**src/rtl/debug_trace_buffer_if.sv**
```systemverilog
// rtl/debug_trace_buffer_if.sv - trace stream handshake bundle
// Purpose: carries the trace entry stream from the buffer to its consumer.
// Signals:
//   trace_vld_o  - head entry valid (driven by the buffer)
//   trace_rdy_i  - consumer ready (driven by the consumer)
//   trace_data_o - {flags[7:0], timestamp} of the head entry
// Modports: master = trace buffer side, slave = consumer side.
interface debug_trace_buffer_if;
    logic        trace_vld_o;
    logic        trace_rdy_i;
    logic [31:0] trace_data_o;

    modport master (
        output trace_vld_o,
        output trace_data_o,
        input  trace_rdy_i
    );

    modport slave (
        input  trace_vld_o,
        input  trace_data_o,
        output trace_rdy_i
    );
endinterface

```
**src/rtl/debug_trace_buffer.sv**
```systemverilog
// rtl/debug_trace_buffer.sv - handshake-flag change tracer with timestamped FIFO
// Purpose: while armed, records every change of the pipeline handshake flags
// (plus the first sample after arming) as {flags, timestamp} into a FIFO that
// the consumer drains through a valid/ready stream.
// Ports:
//   clk, rst_n   - clock, asynchronous active-low reset
//   flags_i      - {spmm_vld, spmm_rdy, dmvm_vld, dmvm_rdy, sm_vld, sm_rdy, aggr_vld, aggr_rdy}
//   arm_i        - level enable: high runs the tracer, low returns it to idle
//   cnt_o        - FIFO occupancy, 0..DEPTH
//   ovf_o        - sticky: a capture was dropped because the FIFO was full
//   running_o    - high while the tracer is in RUN
//   trace        - trace stream (master modport)
module debug_trace_buffer #(
    parameter int DEPTH = 16,
    parameter int TS_W  = 24
) (
    input  logic                   clk,
    input  logic                   rst_n,
    input  logic [7:0]             flags_i,
    input  logic                   arm_i,
    output logic [$clog2(DEPTH):0] cnt_o,
    output logic                   ovf_o,
    output logic                   running_o,
    debug_trace_buffer_if.master   trace
);
    localparam int AW = $clog2(DEPTH);

    typedef enum logic {S_IDLE, S_RUN} state_t;

    state_t          r_state;
    logic            r_first;
    logic            r_running;
    logic            r_ovf;
    logic [TS_W-1:0] r_ts;
    logic [7:0]      r_flags_prev;
    logic [AW-1:0]   r_wptr;
    logic [AW-1:0]   r_rptr;
    logic [AW:0]     r_cnt;
    logic [31:0]     r_mem [DEPTH];

    logic              w_capture;
    logic              w_full;
    logic              w_pop;
    logic              w_push;
    logic [8+TS_W-1:0] w_entry_raw;
    logic [31:0]       w_entry;

    assign w_entry_raw = {flags_i, r_ts};
    assign w_entry     = 32'(w_entry_raw);

    // DEPTH is a power of two, so the occupancy MSB alone marks full.
    assign w_full    = r_cnt[AW];
    assign w_pop     = (r_cnt != '0) && trace.trace_rdy_i;
    assign w_capture = (r_state == S_RUN) && (r_first || (flags_i != r_flags_prev));
    // A full FIFO still accepts a capture when the head leaves on the same edge.
    assign w_push    = w_capture && (!w_full || w_pop);

    always_ff @(posedge clk or negedge rst_n) begin
        if (!rst_n) begin
            r_state      <= S_IDLE;
            r_first      <= 1'b0;
            r_running    <= 1'b0;
            r_ovf        <= 1'b0;
            r_ts         <= '0;
            r_flags_prev <= '0;
        end else begin
            r_flags_prev <= flags_i;
            case (r_state)
                S_IDLE: begin
                    if (arm_i) begin
                        r_state   <= S_RUN;
                        r_running <= 1'b1;
                        r_first   <= 1'b1;
                        r_ts      <= '0;
                        r_ovf     <= 1'b0;
                    end
                end
                S_RUN: begin
                    r_first <= 1'b0;
                    if (r_ts != '1) begin
                        r_ts <= r_ts + TS_W'(1);
                    end
                    if (w_capture && w_full && !w_pop) begin
                        r_ovf <= 1'b1;
                    end
                    if (!arm_i) begin
                        r_state   <= S_IDLE;
                        r_running <= 1'b0;
                    end
                end
                default: begin
                    r_state   <= S_IDLE;
                    r_running <= 1'b0;
                end
            endcase
        end
    end

    always_ff @(posedge clk or negedge rst_n) begin
        if (!rst_n) begin
            r_wptr <= '0;
            r_rptr <= '0;
            r_cnt  <= '0;
        end else begin
            if (w_push) begin
                r_wptr <= r_wptr + AW'(1);
            end
            if (w_pop) begin
                r_rptr <= r_rptr + AW'(1);
            end
            case ({w_push, w_pop})
                2'b10:   r_cnt <= r_cnt + (AW+1)'(1);
                2'b01:   r_cnt <= r_cnt - (AW+1)'(1);
                default: r_cnt <= r_cnt;
            endcase
        end
    end

    // Storage carries no reset; occupancy alone decides what is valid.
    always_ff @(posedge clk) begin
        if (w_push) begin
            r_mem[r_wptr] <= w_entry;
        end
    end

    assign trace.trace_vld_o  = (r_cnt != '0);
    assign trace.trace_data_o = r_mem[r_rptr];
    assign cnt_o              = r_cnt;
    assign ovf_o              = r_ovf;
    assign running_o          = r_running;
endmodule
```
**src/flat_wrapper.sv**
```systemverilog
// flat-port wrapper written by rule: the top's interface ports become plain ports
module debug_trace_buffer_flat 
#(
    parameter int DEPTH = 16,
    parameter int TS_W  = 24
)
  (clk, rst_n, flags_i, arm_i, cnt_o, ovf_o, running_o, trace_trace_vld_o, trace_trace_data_o, trace_trace_rdy_i);
  debug_trace_buffer_if trace_i ();
  input  logic clk;
  input  logic rst_n;
  input  logic [7:0] flags_i;
  input  logic arm_i;
  output logic [$clog2(DEPTH):0] cnt_o;
  output logic ovf_o;
  output logic running_o;
  output wire logic [$bits(trace_i.trace_vld_o)-1:0] trace_trace_vld_o;
  output wire logic [$bits(trace_i.trace_data_o)-1:0] trace_trace_data_o;
  input wire logic [$bits(trace_i.trace_rdy_i)-1:0] trace_trace_rdy_i;
  assign trace_trace_vld_o = trace_i.trace_vld_o;
  assign trace_trace_data_o = trace_i.trace_data_o;
  assign trace_i.trace_rdy_i = trace_trace_rdy_i;
  debug_trace_buffer #(.DEPTH(DEPTH), .TS_W(TS_W)) u_core (.clk(clk), .rst_n(rst_n), .flags_i(flags_i), .arm_i(arm_i), .cnt_o(cnt_o), .ovf_o(ovf_o), .running_o(running_o), .trace(trace_i));
endmodule
```
**config.mk**
```make
export PLATFORM = sky130hd
export DESIGN_NAME = debug_trace_buffer_flat
export DESIGN_NICKNAME = d
export VERILOG_FILES = /design/src/rtl/debug_trace_buffer_if.sv /design/src/rtl/debug_trace_buffer.sv /design/src/flat_wrapper.sv
export SDC_FILE = /design/constraint.sdc
export NUM_CORES = 1
export LEC_CHECK = 0
export CORE_AREA = 2 2 299 301
export DETAILED_ROUTE_END_ITERATION = 10
export DIE_AREA = 0 0 301 303
export PLACE_DENSITY = 0.41
export SETUP_SLACK_MARGIN = 0.05
export SYNTH_ARGS = -nofsm -noshare
export SYNTH_HDL_FRONTEND = slang
export SYNTH_SLANG_ARGS = --single-unit
export TNS_END_PERCENT = 100
```
**constraint.sdc**
```tcl
create_clock -name clk -period 5.4 [get_ports clk]
set_clock_uncertainty 0.05 [all_clocks]
set_input_delay 1.08 -clock clk [delete_from_list [all_inputs] [get_ports clk]]
set_output_delay 1.08 -clock clk [all_outputs]
set_load 0.1 [all_outputs]
```
==> summary.md <==
| Metric | Value |
|---|---|
| CP endpoint kind | primary output |
| Path type of the worst min-delay path | flip-flop to flip-flop |
| Die Footprint | between 90000 and 100000 um2 |
| Hold path startpoint | u_core.cnt_o[4]$_DFFE_PN0P_ |
| TritonCTS clock tree | done |
| Status | finished clean |
| Pleak | roughly 8.3 nW |
| Max Cap Viol | 0 |
| Hold path depth | 1 |
| Setup repair after global routing missed its margin | false |
| Layout cells sized above 1 | 30.3% |
| Number of hold-slack violations in the final timing report | 0 |
| Worst Hold Path EP | u_core.cnt_o[4]$_DFFE_PN0P_ |
| Cell count of the worst reg-to-reg path | 12 |
| Total number of nets in the final design | 1116 |
| Num rows | 109 |
| Final critical path time including I/O delays and setup | 4690 ps |
| Maximum ir drop on the vdd rail | roughly 450 uV |
| Worst r2r src | u_core.r_flags_prev[7]$_DFF_PN0_ |
| Per-instance average area after synthesis | 22.0 um2 |
| Number of synthesis warnings | 0 |
| CP Data Arrival Time | 3560 ps |
| Total standard cell area after synthesis | 21900 um2 |
| Total of endpoints with negative setup slack in the final report | 0 |
| Summed negative setup slack over all endpoints | 0 ps |
| Core area | between 80000 and 90000 um2 |
| R2R setup slack | 2190 ps |
| WS Path Type | flip-flop to primary output |
| # IOs | 52 |
| Library cells used by synthesis | 54 |
| Congestion Overflow GR | 0 |
| Reg-to-reg critical path endpoint | u_core.cnt_o[4]$_DFFE_PN0P_ |
| Count of inserted antenna diode cells | 0 |
| Share of the yosys chip area belonging to registers | 75.8% |
| Crit path required time | roughly 4300 ps |
| Input/output buffers | 51 |
| Nets in the synthesized netlist | 1017 |
| Overall global routing resource usage | 11.9% |
| Number of flops mapped to enable cells by yosys | 512 |
| Master cell of the clock root buffer | sky130_fd_sc_hd__clkbuf_16 |
| Number of H-tree levels | 2 |
| Number of global-route vias before repair | about 11k |
| Primary FF master, synth | sky130_fd_sc_hd__edfxtp_1 |
| Number of buffers inserted during clock tree synthesis | roughly 60 |
| Wire length after detailed routing | approximately 54 mm |
| Clock insertion delay at the later pin of the skew report | 630 ps |
| Number of buffers inserted to repair setup after CTS | 0 |
| Die height | between 300 and 400 um |
| Power per unit of standard cell area | between 500 and 600 nW/um2 |
| Vias | 10.2k |
| Largest net degree at the start of global routing | 76 |
| Antenna-violating nets left | 0 |
| Highest achievable clock rate | 0.213 GHz |
| Detailed-route wire length per cell | 23.2 um |
| Clock slew at reported path FFs | 60 ps |
| Layout-stage area growth over the synthesis result | 19.1% |
| Total DRC errors in the routed layout | 0 |
| Detailed placement HPWL | 30.9 mm |
| Antenna violations before repair | 0 |
| Worst slew slack as a fraction of its limit | 34.3% |
| Violation count after the first detailed-routing iteration | 810 |
| Number of hold buffers added after cts | 0 |
| Avg Vias per Cell | roughly 4.4 |
| Instance count of the mapped netlist | 995 |
| Detailed-router iteration count before antenna repair | 7 |
| Max clock buf depth | 3 |
| Cells resized by post-CTS repair | 0 |
| Final Wtd Congestion | 0.715 |
| Total design power | 15.1 mW |
| Startpoint Class | flip-flop |
| Final count of pins violating max slew | 0 |
| Die boundary width | 301 um |
| Number of register bits inferred by synthesis | 561 |
| Async SR Flop Fraction | 8.73% |
| Number of sinks driven by the clock tree | 561 |
| Slew at the pin closest to its max-slew limit | 983 ps |
| Final period util | slightly below 90% |
| Maximum fanout along the worst path | 75 |
| Global-route wire length before repair | 78.4 mm |
| Effective utilization at floorplan | 24.9% |
| Most common cell after layout, fill and taps aside | sky130_fd_sc_hd__edfxtp_1 |
| Hold slack | approximately 500 ps |
| Most used cells in the layout excluding fill and tap cells | 512 x sky130_fd_sc_hd__edfxtp_1, 160 x sky130_fd_sc_hd__mux4_2, 59 x sky130_fd_sc_hd__clkbuf_16 |
==> cell families (layout without fill, tap and decap cells) <==
| kind of cell | Yosys count | in the layout | synth area share (%) |
|---|---|---|---|
| muxes | 167 | 167 | 16.8 |
| adders and majority gates | 10 | 10 | 0.572 |
| DFF | 561 | 561 | 75.8 |
| xor gates and xnor gates | 27 | 27 | 1.08 |
| buffers and inverters | 60 | 210 | 1.19 |
| and+or+nand+nor | 116 | 116 | 2.88 |
| AOI/OAI and AO/OA | 54 | 54 | 1.64 |
==> metrics by stage <==
stage | std cells | utilization (%) | setup slack, ps | instance area (um2)
4_1_cts | 2310 | 29.7 | 540 | 26100
2_1_floorplan | 995 | - | 927 | 21900
3_5_place_dp | 2198 | 27.4 | 734 | 24100
6_report | 2310 | 29.7 | 709 | 26100
3_3_place_gp | 2198 | 27.4 | 792 | 24100
5_1_grt | 2310 | 29.7 | 450 | 26100
==> registers in the layout (all words and copies together) (netlist names) <==
| name | count |
|---|---|
| u_core.r_wptr | 4 |
| u_core.r_state | 1 |
| u_core.r_rptr | 4 |
| u_core.r_mem | 512 |
| u_core.cnt_o | 5 |
| u_core.r_first | 1 |
| u_core.r_flags_prev | 8 |
| u_core.running_o | 1 |
| u_core.r_ts | 24 |
| u_core.ovf_o | 1 |
==> critical path, stage by stage, from the launching register on <==
cell                      delay [ps]
sky130_fd_sc_hd__dfrtp_4         840
sky130_fd_sc_hd__buf_12          580
sky130_fd_sc_hd__mux4_2          600
sky130_fd_sc_hd__mux4_2          560
sky130_fd_sc_hd__buf_4           270
==> synth_stat cells (all sizes together) (4+ instances only) <==
cell    instances  area (um2)
inv             9        33.8
nand2          29         109
and4            4        40.0
nand3          18        90.1
and3            4        25.0
o21ai          11        55.1
nor2           14        52.6
ha             10         125
xnor2          20         175
clkbuf         32         120
mux2            4        45.0
buf            18         103
a21oi          14        70.1
dfrtp          49        1230
xor2            7        61.3
or3             4        25.0
mux4          160        3600
and2           13        82.6
nand4          12        81.3
o211ai          4        30.0
o31ai           5        37.5
edfxtp        512       15400
nor3            7        46.3
==> per-layer routing <==
| metal | part of all wire, % | GRT usage [%] | routed length [um] |
|---|---|---|---|
| met5 | 0 | 0 | 0 |
| met4 | 2.2 | 3.44 | 1190 |
| met3 | 3.5 | 2.05 | 1880 |
| met2 | 48 | 19.4 | 25900 |
| met1 | 46 | 16.4 | 24600 |
==> power breakdown <==
group          internal [mW]  switching [mW]  leakage (nW)
registers               5.13           0.403          5.32
clock network           2.42            1.72         0.976
logic                   1.85            3.57          1.97
total                   9.40            5.69          8.27
==> final cells by class <==
class	instances	area (um2)
clock inverters	38	397
repair buffers	88	901
well taps	1165	1460
clock buffers	74	1590
fillers	8572	61900
inverters	10	37.5
multi-input cells	374	5090
flip-flops and latches	561	16600
==> worst max-delay path by stage <==
stage          slack [ps]  cells after the start                    startpoint                      endpoint
6_report              710                      4  u_core.r_rptr[0]$_DFFE_PN0P_        trace_trace_data_o[13]
3_3_place_gp          790                     13                    flags_i[0]   u_core.cnt_o[4]$_DFFE_PN0P_
5_1_grt               450                      4  u_core.r_rptr[0]$_DFFE_PN0P_         trace_trace_data_o[8]
3_5_place_dp          730                     13                    flags_i[0]   u_core.cnt_o[4]$_DFFE_PN0P_
2_1_floorplan         930                      5             trace_trace_rdy_i  u_core.r_mem[4][0]$_DFFE_PP_
4_1_cts               540                      4  u_core.r_rptr[0]$_DFFE_PN0P_        trace_trace_data_o[13]
Note: power is estimated with default switching activity, not from simulation.
